===== config.mk =====
export PLATFORM = sky130hd
export DESIGN_NAME = anton_neopixel_stream_decoder
export DESIGN_NICKNAME = d
export VERILOG_FILES = /design/src/rtl/anton_neopixel_stream_decoder.sv
export SDC_FILE = /design/constraint.sdc
export NUM_CORES = 1
export LEC_CHECK = 0
export CAP_MARGIN = 10
export CORE_AREA = 10 10 133 135
export DETAILED_ROUTE_END_ITERATION = 8
export DIE_AREA = 0 0 143 145
export GPL_TIMING_DRIVEN = 0
export PLACE_DENSITY_LB_ADDON = 0.15
export SYNTH_ARGS = -nofsm -noshare
export SYNTH_HDL_FRONTEND = slang
export SYNTH_SLANG_ARGS = --single-unit

===== constraint.sdc =====
create_clock -name clk6_4mhz -period 3.4 [get_ports clk6_4mhz]
set_input_delay 0.68 -clock clk6_4mhz [delete_from_list [all_inputs] [get_ports clk6_4mhz]]
set_output_delay 0.68 -clock clk6_4mhz [all_outputs]
set_load 0.05 [all_outputs]

===== src/rtl/anton_neopixel_stream_decoder.sv =====
// WS2812-style single-wire receiver clocked by the 6.4 MHz slow clock.
// Measures high-pulse widths, assembles 24-bit MSB-first pixels and detects the latch gap.
`ifndef BUFFER_END_DEFAULT
`define BUFFER_END_DEFAULT 255
`endif
`ifndef RESET_DELAY_DEFAULT
`define RESET_DELAY_DEFAULT 320
`endif

module anton_neopixel_stream_decoder #(
    parameter int BUFFER_END    = `BUFFER_END_DEFAULT,
    parameter int RESET_DELAY   = `RESET_DELAY_DEFAULT,
    parameter int BIT_THRESHOLD = 4,
    localparam int BUFFER_BITS  = $clog2(BUFFER_END + 1)
) (
    input  logic                   clk6_4mhz,
    input  logic                   rst,
    input  logic                   streamInput,
    input  logic                   regCtrl32bit,
    input  logic                   errClear,
    output logic [23:0]            pixelData,
    output logic                   pixelValid,
    output logic [BUFFER_BITS-1:0] pixelIndex,
    output logic                   frameDone,
    output logic [BUFFER_BITS:0]   framePixels,
    output logic                   synced,
    output logic                   errLongHigh,
    output logic                   errPartialPixel,
    output logic                   errOverflow
);

    typedef enum logic {SYNC, ACTIVE} state_t;

    localparam logic [11:0]          LOW_MAX = 12'(RESET_DELAY);
    localparam logic [BUFFER_BITS:0] END_IDX = (BUFFER_BITS + 1)'(BUFFER_END);

    state_t state, stateNext;

    logic        s1, s2, s3;
    logic        rise, fall;
    logic [3:0]  highCount;
    logic [11:0] lowCount;
    logic        gapDone;
    logic        gapEvent;

    logic [4:0]             bitIndex, bitIndexNext;
    logic [23:0]            shifter, shifterNext;
    logic [BUFFER_BITS-1:0] writeIndex, writeIndexNext;
    logic                   indexFull, indexFullNext;
    logic [BUFFER_BITS:0]   pixelCount, pixelCountNext;

    logic [23:0]            pixelDataNext;
    logic                   pixelValidNext;
    logic [BUFFER_BITS-1:0] pixelIndexNext;
    logic                   frameDoneNext;
    logic [BUFFER_BITS:0]   framePixelsNext;
    logic                   setLongHigh, setPartial, setOverflow;

    logic                   bitValue;
    logic [23:0]            shiftedPixel;
    logic [BUFFER_BITS:0]   stepSize;
    logic [BUFFER_BITS:0]   sumIndex;
    logic [BUFFER_BITS-1:0] wordEnd;
    logic                   accept;

    assign rise     = !s3 && s2;
    assign fall     = s3 && !s2;
    // Fires once per gap: on the first cycle the low counter sits at its limit.
    assign gapEvent = (lowCount == LOW_MAX) && !gapDone;
    assign synced   = (state == ACTIVE);

    always_ff @(posedge clk6_4mhz) begin
        if (rst) begin
            s1        <= 1'b0;
            s2        <= 1'b0;
            s3        <= 1'b0;
            highCount <= '0;
            lowCount  <= '0;
            gapDone   <= 1'b0;
        end else begin
            s1 <= streamInput;
            s2 <= s1;
            s3 <= s2;
            if (rise) begin
                highCount <= 4'd1;
            end else if (s2 && highCount != 4'd15) begin
                highCount <= highCount + 4'd1;
            end
            if (rise) begin
                lowCount <= '0;
            end else if (!s2 && lowCount != LOW_MAX) begin
                lowCount <= lowCount + 12'd1;
            end
            if (rise) begin
                gapDone <= 1'b0;
            end else if (gapEvent) begin
                gapDone <= 1'b1;
            end
        end
    end

    always_ff @(posedge clk6_4mhz) begin
        if (rst) begin
            state           <= SYNC;
            bitIndex        <= '0;
            shifter         <= '0;
            writeIndex      <= '0;
            indexFull       <= 1'b0;
            pixelCount      <= '0;
            pixelData       <= '0;
            pixelValid      <= 1'b0;
            pixelIndex      <= '0;
            frameDone       <= 1'b0;
            framePixels     <= '0;
            errLongHigh     <= 1'b0;
            errPartialPixel <= 1'b0;
            errOverflow     <= 1'b0;
        end else begin
            state           <= stateNext;
            bitIndex        <= bitIndexNext;
            shifter         <= shifterNext;
            writeIndex      <= writeIndexNext;
            indexFull       <= indexFullNext;
            pixelCount      <= pixelCountNext;
            pixelData       <= pixelDataNext;
            pixelValid      <= pixelValidNext;
            pixelIndex      <= pixelIndexNext;
            frameDone       <= frameDoneNext;
            framePixels     <= framePixelsNext;
            // A new error in the same cycle as errClear keeps the flag set.
            errLongHigh     <= (errLongHigh && !errClear) || setLongHigh;
            errPartialPixel <= (errPartialPixel && !errClear) || setPartial;
            errOverflow     <= (errOverflow && !errClear) || setOverflow;
        end
    end

    always_comb begin
        bitValue     = (highCount >= 4'(BIT_THRESHOLD));
        shiftedPixel = {shifter[22:0], bitValue};
        stepSize     = regCtrl32bit ? (BUFFER_BITS + 1)'(4) : (BUFFER_BITS + 1)'(1);
        sumIndex     = {1'b0, writeIndex} + stepSize;
        wordEnd      = regCtrl32bit ? (writeIndex | BUFFER_BITS'(3)) : writeIndex;
        // indexFull records a carry out of the index so it can never wrap back to 0.
        accept       = !indexFull && ({1'b0, wordEnd} <= END_IDX);

        stateNext       = state;
        bitIndexNext    = bitIndex;
        shifterNext     = shifter;
        writeIndexNext  = writeIndex;
        indexFullNext   = indexFull;
        pixelCountNext  = pixelCount;
        pixelDataNext   = pixelData;
        pixelValidNext  = 1'b0;
        pixelIndexNext  = pixelIndex;
        frameDoneNext   = 1'b0;
        framePixelsNext = framePixels;
        setLongHigh     = 1'b0;
        setPartial      = 1'b0;
        setOverflow     = 1'b0;

        case (state)
            SYNC: begin
                if (gapEvent) begin
                    stateNext = ACTIVE;
                end
            end
            ACTIVE: begin
                if (gapEvent) begin
                    setPartial = (bitIndex != 5'd0);
                    if (pixelCount != '0) begin
                        frameDoneNext   = 1'b1;
                        framePixelsNext = pixelCount;
                    end
                    bitIndexNext   = '0;
                    writeIndexNext = '0;
                    indexFullNext  = 1'b0;
                    pixelCountNext = '0;
                end else if (fall) begin
                    if (highCount >= 4'd8) begin
                        setLongHigh  = 1'b1;
                        bitIndexNext = '0;
                    end else begin
                        shifterNext = shiftedPixel;
                        if (bitIndex == 5'd23) begin
                            bitIndexNext = '0;
                            if (accept) begin
                                pixelDataNext  = shiftedPixel;
                                pixelValidNext = 1'b1;
                                pixelIndexNext = writeIndex;
                                writeIndexNext = sumIndex[BUFFER_BITS-1:0];
                                indexFullNext  = sumIndex[BUFFER_BITS];
                                pixelCountNext = pixelCount + 1'b1;
                            end else begin
                                setOverflow = 1'b1;
                            end
                        end else begin
                            bitIndexNext = bitIndex + 5'd1;
                        end
                    end
                end
            end
            default: stateNext = SYNC;
        endcase
    end

endmodule


==> metrics.md, run 1 <==
| Metric | Value |
|---|---|
| Hold-fix buffer count after cts | 0 |
| Critical path endpoint | framePixels[0]$_SDFFE_PP0P_ |
| Crit path from | lowCount[0]$_SDFFE_PP0P_ |
| Syn Nets | between 600 and 700 |
| Most frequent cells in the layout | dfxtp_1, a21oi_1, nand3_1 |
| Startpoint Class | flop |
| Root buf cell | clkbuf_16 |
| Initial antenna violation count | 0 |
| Synthesis-stage register bit count | around 110 |
| Post-synth cell types | between 60 and 70 |
| Seq/Total Area, Yosys | between 40 and 50% |
| Post-Synthesis Cell Area | 0.00513 mm² |
| H-tree levels | 4 |
| Share of layout cells above drive strength 1 | between 8 and 9% |
| Final min period | approximately 2.5 ns |
| FP Rows | between 40 and 50 |
| Final instance area | between 0.006 and 0.007 mm² |
| WP data required | roughly 3.7 ns |
| TNS Setup | 0 ns |
| Peak VDD IR | roughly 0.36 mV |
| Pin count of the biggest net entering global routing | 17 |
| Iteration-0 DRC Markers | ~320 |
| Crit-path max cell delay | around 0.8 ns |
| Number of synthesized flops with an enable pin | 0 |
| Avg WL per Cell | about 17 µm |
| Cell area power density | 528 mW/mm² |
| Clk pin slew, worst setup/hold paths | approximately 0.050 ns |
| CTS Buf Count | 17 |
| Skew-Pair Late Insertion Delay | about 0.42 ns |
| Mean Syn Cell Area | ~8.5 µm² |
| CTS resizes | 0 |
| Residual antenna-violating net count after detailed routing | 0 |
| Final Cycle Share | between 70 and 80% |
| Vias in the first global route | approximately 4600 |
| Fmax | around 400 MHz |
| Area growth, synth to finish | 27.3% |
| RR Startpoint | lowCount[0]$_SDFFE_PP0P_ |
| LEAKAGE | ~2.1 nW |
| Global route hottest layer | met2 |
| Clock Sinks | 113 |
| Fillers | ~1500 |
| Met3 usage | 3.29% |
| Max FO, Critical Path | 10 |
| Ports | 52 |
| Slew Limit Headroom | approximately 34% |
| Antenna Cells | 0 |
| Post-CTS setup buffers | 0 |
| CTS tree | done |
| Slew Limit Fails | 0 |
| Data arrival, critical path | between 2 and 3 ns |
| Core box area | ~0.015 mm² |
| Status | finished, final reports clean |
| Die width | around 140 µm |
| Vias | 4830 |
| Critical path capture point type | flop |
| Worst Hold Class | reg -> reg |
| Met1 usage | between 10% and 20% |
| Clock Skews | between 0.006 and 0.007 ns |
| Predominant post-synthesis flop cell | dfxtp_1 |
| Die Span Y | between 100 and 150 µm |
| Cell area after placement | 0.00587 mm² |
| Fraction of registers with async set/reset | 0% |
| Die area | slightly above 0.02 mm² |
| Met2 GRT Util | 22.7% |
| Port-buffer cells | 50 |
| Yosys warnings | 0 |
| Via/cell ratio | 5.55 |
| 1st-pass router iterations | 5 |
| Commonest non-fill, non-tap cell in the layout | dfxtp_1 |
| Residual DRC | 0 |
| Total Power | between 3 and 4 mW |
| Post-Route WL | roughly 15 mm |
| RSZ-0062 raised after global routing | false |
| Capture point of the worst reg-to-reg path | framePixels[0]$_SDFFE_PP0P_ |
| Maxcap violations | 0 |
| Grt total ovfl | 0 |
| Overall routing resource usage | 14.4% |
| Slowest CP cell | nor4_4 |
| Final setup viols | 0 |
| WS Path Type | reg -> reg |
| Mapped Cells | 601 |
| Final hold slack | between 0.4 and 0.5 ns |
| First-pass GRT wire length | between 20 and 25 mm |
| Final hold vios | 0 |
| Total Nets Final | about 700 |
| FF-to-FF path depth | 7 |
| Max clock buf depth | 2 |
| Worst slew pin tran | approximately 0.99 ns |
| Effective utilization at floorplan | 34.2% |
| Cell Chain, Critical Path | inv_1, ha_1, or4b_4, nor4_4, buf_6, nand4_1, a21oi_1 |
| R2r setup slk | between 0.8 and 0.9 ns |
| Post-detail-place hpwl | roughly 11 mm |
| Placer Congestion | between 0.8 and 0.9 |
[registers in the layout, summed over array words and instances (netlist names), 4 cells and up]
name / flops
lowCount: 12
highCount: 4
framePixels: 9
bitIndex: 5
writeIndex: 8
pixelData: 24
pixelCount: 9
pixelIndex: 8
shifter: 23
[synth_stat cells (all sizes together) (2+ instances only)]
cell | n | area share, %
xnor2 | 7 | 1.2
xor2 | 5 | 0.85
a31o | 2 | 0.34
a31oi | 8 | 0.97
o32ai | 4 | 0.68
dfxtp | 113 | 44
and2 | 2 | 0.24
o211ai | 2 | 0.29
nand3 | 73 | 7.1
a32oi | 2 | 0.34
o21ai | 71 | 6.9
or3 | 6 | 0.78
a21oi | 80 | 7.8
or4b | 2 | 0.46
nor4b | 3 | 0.80
nor2 | 17 | 1.2
nand3b | 3 | 0.44
nand2b | 13 | 1.6
nor3 | 5 | 0.49
ha | 11 | 2.7
o31ai | 2 | 0.29
nand4 | 24 | 3.0
and4b | 2 | 0.39
or4 | 5 | 0.76
a22oi | 6 | 0.97
and3 | 6 | 0.73
nand2 | 16 | 1.2
nor4bb | 2 | 0.39
buf | 15 | 2.0
nor2b | 5 | 0.61
o221ai | 3 | 0.51
nor4 | 5 | 0.90
o22ai | 2 | 0.24
and4 | 3 | 0.51
inv | 25 | 1.8
nand4b | 5 | 0.85
clkbuf | 34 | 2.9
[through the flow]
stage / worst slack [ns] / utilization, % / instances
final: 0.893 / 43.5 / 871
after global routing: 0.721 / 43.5 / 871
after CTS: 0.875 / 43.5 / 871
after detailed placement: 0.583 / 39.1 / 839
after global placement: 0.603 / 39.1 / 839
after floorplan: 1.23 / - / 601
[logic make-up (layout without fill, tap and decap cells)]
| logic type | count (synthesis) | count (layout) | synth area share, % |
|---|---|---|---|
| and+or+nand+nor | 200 | 200 | 23.2 |
| AOI/OAI and AO/OA | 190 | 190 | 21.1 |
| DFF | 113 | 113 | 44.1 |
| buffers and inverters | 74 | 156 | 6.73 |
| xor gates and xnor gates | 12 | 12 | 2.05 |
| adders and majority gates | 11 | 11 | 2.68 |
| muxes | 1 | 1 | 0.195 |
[worst max-delay path, delay by kind of cell, from the launching register on]
family                     cells  cell delay [ns]
and+or+nand+nor                3             1.44
DFF                            1             0.34
buffers and inverters          2             0.31
AOI/OAI and AO/OA              1             0.17
adders and majority gates      1             0.16
[worst min-delay path by stage]
stage	startpoint	endpoint	slack, ns	cells after the start
global placement	s1$_SDFF_PP0_	s2$_SDFF_PP0_	0.42	1
global route	s1$_SDFF_PP0_	s2$_SDFF_PP0_	0.48	1
detailed placement	s1$_SDFF_PP0_	s2$_SDFF_PP0_	0.43	1
CTS	s1$_SDFF_PP0_	s2$_SDFF_PP0_	0.44	1
finish	s1$_SDFF_PP0_	s2$_SDFF_PP0_	0.44	1
floorplan	s1$_SDFF_PP0_	s2$_SDFF_PP0_	0.41	1
[where the power goes]
| part | total [mW] | switching, mW | internal (mW) |
|---|---|---|---|
| Combinational | 0.0919 | 0.0575 | 0.0344 |
| Clock | 2.02 | 0.611 | 1.41 |
| Sequential | 1.35 | 0.0112 | 1.33 |
| Total | 3.45 | 0.679 | 2.77 |
[layer usage]
| metal | wire [µm] | part of all wire (%) | up-vias |
|---|---|---|---|
| li1 | - | - | 2359 |
| met1 | 6770 | 45 | 2321 |
| met2 | 7070 | 47 | 123 |
| met3 | 787 | 5.3 | 27 |
| met4 | 286 | 1.9 | 0 |
| met5 | 0 | 0 | - |
[cell type report]
type	instances	area [µm²]	area share (%)
Buffer	49	251	3.85
Inverter	25	93.8	1.44
Timing Repair Buffer	50	500	7.65
Tap cell	188	235	3.60
Clock inverter	11	208	3.18
Sequential cell	113	2260	34.6
Multi-Input combinational cell	414	2530	38.7
Clock buffer	21	460	7.04
No activity file was read; power rests on OpenSTA's default activity.
==> run 2: changes to the inputs <==
==> constraint.sdc (replaced) <==
create_clock -name clk6_4mhz -period 2.5 [get_ports clk6_4mhz]
set_input_delay 0.5 -clock clk6_4mhz [delete_from_list [all_inputs] [get_ports clk6_4mhz]]
set_output_delay 0.5 -clock clk6_4mhz [all_outputs]
set_load 0.05 [all_outputs]
==> metrics.md, run 2 (synthesis results as in run 1) <==
| Metric | Value |
|---|---|
| Status | finished, final reports clean |
| Largest register FFs | 24 (unchanged) |
| CP delay by family, top | compound AO/OA/AOI/OAI gates |
| WS Path Type | reg -> reg |
| Final worst slack | 0.156 ns (-0.737 ns) |
| Ports | 52 (unchanged) |
| Crit-path max cell delay | 0.54 ns (-0.28 ns) |
| Residual DRC | 0 (unchanged) |
| Slowest CP cell | o41ai_4 |
| Fmax | 427 MHz (+7.0%) |
| Max FO, Critical Path | 10 (unchanged) |
| Avg WL per Cell | 17.0 µm (-0.71%) |
| Slew Limit Fails | 0 (unchanged) |
| Iteration-0 DRC Markers | 325 (+0.62%) |
| Global route hottest layer | met2 |
| Commonest non-fill, non-tap cell in the layout | dfxtp_1 |
| Cell Chain, Critical Path | inv_1, ha_1, or4b_4, o41ai_4, buf_1, o21ai_0, a21oi_1 |
| 1st-pass router iterations | 8 (+3) |
| Clk pin slew, worst setup/hold paths | 0.05 ns (about the same) |
| Antenna Cells | 0 (unchanged) |
| Vias | 4838 (+0.17%) |
| WP buf/inv | 2 (unchanged) |
| Cell area after placement | 0.00587 mm² (unchanged) |
| Die area | 0.0207 mm² (unchanged) |
| Overall routing resource usage | 14.4% (about the same) |
| Port-buffer cells | 50 (unchanged) |
| Met3 usage | 3.29% (unchanged) |
| Pin count of the biggest net entering global routing | 17 (unchanged) |
| Root buf cell | clkbuf_16 |
| TNS Setup | 0 ns (unchanged) |
| Worst slew pin tran | 0.660 ns (-0.326 ns) |
| Final hold slack | 0.438 ns (+0.00000100 ns) |
| Skew-Pair Late Insertion Delay | 0.42 ns (about the same) |
| Cell area power density | 712 mW/mm² (+35%) |
| Largest reg by FF count | pixelData |
| Final hold vios | 0 (unchanged) |
| LEAKAGE | 2.16 nW (+1.2%) |
| RSZ-0062 raised after global routing | false |
| Final setup viols | 0 (unchanged) |
| Residual antenna-violating net count after detailed routing | 0 (unchanged) |
| Clock Sinks | 113 (unchanged) |
| Share of layout cells above drive strength 1 | 9.33% (+0.98 points) |
| CTS Buf Count | 17 (unchanged) |
| Placer Congestion | 0.860 (unchanged) |
| FP Rows | 45 (unchanged) |
| Via/cell ratio | 5.54 (-0.18%) |
| Critical path capture point type | flop |
| Met1 usage | 18.2% (-0.020 points) |
| WP data required | 2.84 ns (-0.90 ns) |
| Peak VDD IR | 0.487 mV (+36%) |
| Max clock buf depth | 2 (unchanged) |
| Core box area | 0.0150 mm² (unchanged) |
| First-pass GRT wire length | 24.1 mm (-0.12%) |
| Maxcap violations | 0 (unchanged) |
| Final instance area | 0.00659 mm² (+0.75%) |
| Slew Limit Headroom | 55.6% (+22 points) |
| Data arrival, critical path | 2.69 ns (-0.16 ns) |
| Clock Skews | 0.00582 ns (-0.000661 ns) |
| Vias in the first global route | 4570 (-0.13%) |
| CTS tree | done |
| Post-Route WL | 14.9 mm (-0.37%) |
| Worst Hold Class | reg -> reg |
| Total Nets Final | 689 (+0.44%) |
| Initial antenna violation count | 0 (unchanged) |
| Startpoint Class | flop |
| Met2 GRT Util | 22.7% (unchanged) |
| Effective utilization at floorplan | 34.2% (unchanged) |
| R2r setup slk | 0.16 ns (-0.74 ns) |
| Grt total ovfl | 0 (unchanged) |
| Area growth, synth to finish | 28.3% |
| Die Span Y | 145 µm (unchanged) |
| Final min period | 2.34 ns (-0.163 ns) |
| Post-detail-place hpwl | 10.6 mm (unchanged) |
| H-tree levels | 4 (unchanged) |
| Die width | 143 µm (unchanged) |
| Final Cycle Share | 93.8% (+20 points) |
| Biggest regs | pixelData x24, shifter x23, lowCount x12 |
| Placed Cells | 839 (unchanged) |
| Post-route non-filler standard cell count | 874 (+0.34%) |
| Setup WS pre-CTS | -0.137 ns (-0.720 ns) |
| Most frequent cells in the layout | dfxtp_1, a21oi_1, nand3_1 |
## run 2: changes by cell type in the layout (fill, tap and decap cells not counted), sizes merged
cell	previous run	this run
buf	15	18
## run 2: final cells by class
class / instances / area (µm²)
timing repair buffer: 53 / 536
tap: 188 / 235
buffer: 49 / 254
clock inverter: 11 / 208
inverter: 25 / 93.8
multi-input combinational: 414 / 2540
clock buffer: 21 / 460
fill: 1476 / 8450
sequential: 113 / 2260
## run 2: metal layers
| metal | up-vias | share of wire, % | wire length, µm |
|---|---|---|---|
| met5 | - | 0 | 0 |
| met4 | 0 | 1.8 | 260 |
| met3 | 24 | 4.8 | 710 |
| met2 | 111 | 48 | 7150 |
| met1 | 2334 | 45 | 6730 |
| li1 | 2369 | - | - |
## run 2: timing repair
| action | CTS | global route |
|---|---|---|
| resized for setup | 0 | 6 |
| hold buffers | 0 | 0 |
| hold endpoints to repair | 0 | 0 |
| pin swaps | 1 | 3 |
| setup endpoints to repair | 2 | 60 |
| setup buffers | 0 | 3 |
## run 2: report_power, final
group	total [mW]	internal, mW	switching, mW
registers	1.83	1.81	0.0152
clock network	2.74	1.91	0.826
logic	0.126	0.0468	0.0788
## run 2: per-stage QoR
| step | power [mW] | util, % |
|---|---|---|
| after floorplan | 1.95 | - |
| after global placement | 1.99 | 39.1 |
| after detailed placement | 1.99 | 39.1 |
| after CTS | 4.75 | 43.5 |
| after global routing | 4.85 | 43.8 |
| final | 4.69 | 43.8 |
## run 2: final timing paths
check                             to  depth (start not counted)                     start
max reg2reg  shifter[7]$_SDFFE_PP0P_                          7  lowCount[0]$_SDFFE_PP0P_
max          shifter[7]$_SDFFE_PP0P_                          7  lowCount[0]$_SDFFE_PP0P_
min                    s2$_SDFF_PP0_                          1             s1$_SDFF_PP0_
min reg2reg            s2$_SDFF_PP0_                          1             s1$_SDFF_PP0_
==> run 3: changes to the inputs <==
--- a/config.mk
+++ b/config.mk
@@ -9,7 +9,7 @@
 export CORE_AREA = 10 10 133 135
 export DETAILED_ROUTE_END_ITERATION = 8
 export DIE_AREA = 0 0 143 145
-export GPL_TIMING_DRIVEN = 0
+export GPL_TIMING_DRIVEN = 1
 export PLACE_DENSITY_LB_ADDON = 0.15
 export SYNTH_ARGS = -nofsm -noshare
 export SYNTH_HDL_FRONTEND = slang
==> metrics.md, run 3 (synthesis results as in run 1) <==
| Metric | Value |
|---|---|
| Status | finished, final reports clean |
| LEAKAGE | 2.09 nW (-2.9%) |
| Root buf cell | clkbuf_16 |
| Biggest regs | pixelData x24, shifter x23, lowCount x12 |
| Vias | 4649 (-3.9%) |
| Startpoint Class | flop |
| Clk pin slew, worst setup/hold paths | 0.05 ns (about the same) |
| RR Startpoint | lowCount[0]$_SDFFE_PP0P_ |
| FP Rows | 45 (unchanged) |
| Grt total ovfl | 0 (unchanged) |
| Final hold slack | 0.444 ns (+0.00562 ns) |
| TNS Setup | 0 ns (unchanged) |
| Antenna Cells | 0 (unchanged) |
| Clock Skews | 0.00997 ns (+0.00415 ns) |
| Most frequent cells in the layout | dfxtp_1, a21oi_1, nand3_1 |
| Capture point of the worst reg-to-reg path | pixelIndex[4]$_SDFFE_PP0P_ |
| Residual DRC | 0 (unchanged) |
| Largest register FFs | 24 (unchanged) |
| WP data required | 2.85 ns (about the same) |
| Skew-Pair Late Insertion Delay | 0.42 ns (about the same) |
| Port-buffer cells | 51 (+2.0%) |
| Die Span Y | 145 µm (unchanged) |
| Residual antenna-violating net count after detailed routing | 0 (unchanged) |
| Post-route non-filler standard cell count | 849 (-2.9%) |
| Initial antenna violation count | 0 (unchanged) |
| Post-Route WL | 13.6 mm (-8.2%) |
| Worst slew pin tran | 0.605 ns (-0.0548 ns) |
| Share of layout cells above drive strength 1 | 10.9% (+1.6 points) |
| Critical path endpoint | pixelIndex[4]$_SDFFE_PP0P_ |
| Vias in the first global route | 4374 (-4.3%) |
| Area taken by multi-input logic gates | 0.00253 mm² (-0.20%) |
| Iteration-0 DRC Markers | 227 (-30%) |
| Fillers | 1480 (+0.27%) |
| Post-CTS setup buffers | 0 (unchanged) |
| Data arrival, critical path | 2.61 ns (-0.08 ns) |
| H-tree levels | 4 (unchanged) |
| Cell area power density | 662 mW/mm² (-7.1%) |
| Total Nets Final | 666 (-3.3%) |
| Final min period | 2.26 ns (-0.0828 ns) |
| Maxcap violations | 0 (unchanged) |
| Final Cycle Share | 90.4% (-3.3 points) |
| Ports | 52 (unchanged) |
| RSZ-0062 raised after global routing | false |
| CTS Buf Count | 17 (unchanged) |
| Final setup viols | 0 (unchanged) |
| Max FO, Critical Path | 17 (+7) |
| Avg WL per Cell | 16.0 µm (-5.5%) |
| CTS tree | done |
| CTS resizes | 0 (unchanged) |
| Worst Hold Class | reg -> reg |
| 1st-pass router iterations | 5 (-3) |
| FF-to-FF path depth | 7 (unchanged) |
| Effective utilization at floorplan | 34.2% (unchanged) |
| Fmax | 442 MHz (+3.7%) |
| Slew Limit Headroom | 59.7% (+4.1 points) |
| Critical path capture point type | flop |
| Final hold vios | 0 (unchanged) |
| Via/cell ratio | 5.48 (-1.1%) |
| Pin count of the biggest net entering global routing | 37 (+20) |
| Hold-fix buffer count after cts | 0 (unchanged) |
| Largest reg by FF count | pixelData |
| R2r setup slk | 0.24 ns (+0.08 ns) |
| Placed Cells | 819 (-2.4%) |
| Die width | 143 µm (unchanged) |
| Area growth, synth to finish | 24.9% |
| Post-detail-place hpwl | 9.30 mm (-13%) |
| Slew Limit Fails | 0 (unchanged) |
| Core box area | 0.0150 mm² (unchanged) |
| Overall routing resource usage | 13.5% (-0.93 points) |
| FF/Latch Area | 0.00226 mm² (unchanged) |
| Placer Congestion | 0.820 (-4.7%) |
| Max clock buf depth | 2 (unchanged) |
| Clock Sinks | 113 (unchanged) |
| Peak VDD IR | 0.434 mV (-11%) |
| WS Path Type | reg -> reg |
| First-pass GRT wire length | 23.0 mm (-4.6%) |
| Commonest non-fill, non-tap cell in the layout | dfxtp_1 |
| Post-layout util | 42.7% (-1.2 points) |
| Crit path from | lowCount[0]$_SDFFE_PP0P_ |
| Die area | 0.0207 mm² (unchanged) |
==> run 3: how the worst min path moves through the flow <==
| stage | depth (start not counted) | slack [ns] | start | end |
|---|---|---|---|---|
| 4_1_cts | 1 | 0.45 | s1$_SDFF_PP0_ | s2$_SDFF_PP0_ |
| 5_1_grt | 1 | 0.47 | s1$_SDFF_PP0_ | s2$_SDFF_PP0_ |
| 3_3_place_gp | 1 | 0.43 | s1$_SDFF_PP0_ | s2$_SDFF_PP0_ |
| 3_5_place_dp | 1 | 0.44 | s1$_SDFF_PP0_ | s2$_SDFF_PP0_ |
| 2_1_floorplan | 1 | 0.41 | s1$_SDFF_PP0_ | s2$_SDFF_PP0_ |
| 6_report | 1 | 0.44 | s1$_SDFF_PP0_ | s2$_SDFF_PP0_ |
==> run 3: power by group <==
| part | total [mW] | switching (mW) | internal, mW |
|---|---|---|---|
| Combinational | 0.114 | 0.0704 | 0.0441 |
| Sequential | 1.83 | 0.0146 | 1.81 |
| Clock | 2.30 | 0.831 | 1.47 |
==> run 3: cell type report <==
| type | count | area share [%] |
|---|---|---|
| Tap cell | 188 | 3.67 |
| Clock buffer | 20 | 6.96 |
| Multi-Input combinational cell | 414 | 39.5 |
| Timing Repair Buffer | 79 | 11.4 |
| Inverter | 25 | 1.46 |
| Sequential cell | 113 | 35.3 |
| Clock inverter | 10 | 1.78 |
==> run 3: per-layer routing <==
layer	vias to the layer above	part of all wire, %	GRT usage (%)
li1	2309	-	-
met1	2220	47	17.2
met2	102	46	20.6
met3	18	5.3	3.72
met4	0	1.7	5.99
met5	-	0	0
==> run 3: metrics by stage <==
| step | worst slack [ns] | power (mW) | cell area, µm² |
|---|---|---|---|
| finish | 0.239 | 4.25 | 6410 |
| global route | 0.00267 | 4.40 | 6410 |
| CTS | 0.195 | 4.31 | 6410 |
| detailed placement | -0.0614 | 1.98 | 5850 |
| global placement | -0.00188 | 1.98 | 5850 |
| floorplan | 0.328 | 1.95 | 5130 |
==> run 3: critical path, stage by stage (launching register included) <==
cell and delay [ns]:
dfxtp_1 0.35, inv_1 0.07, ha_1 0.15, or4b_4 0.51, nor4_4 0.53, buf_4 0.31, o21ai_0 0.11, a21oi_1 0.15
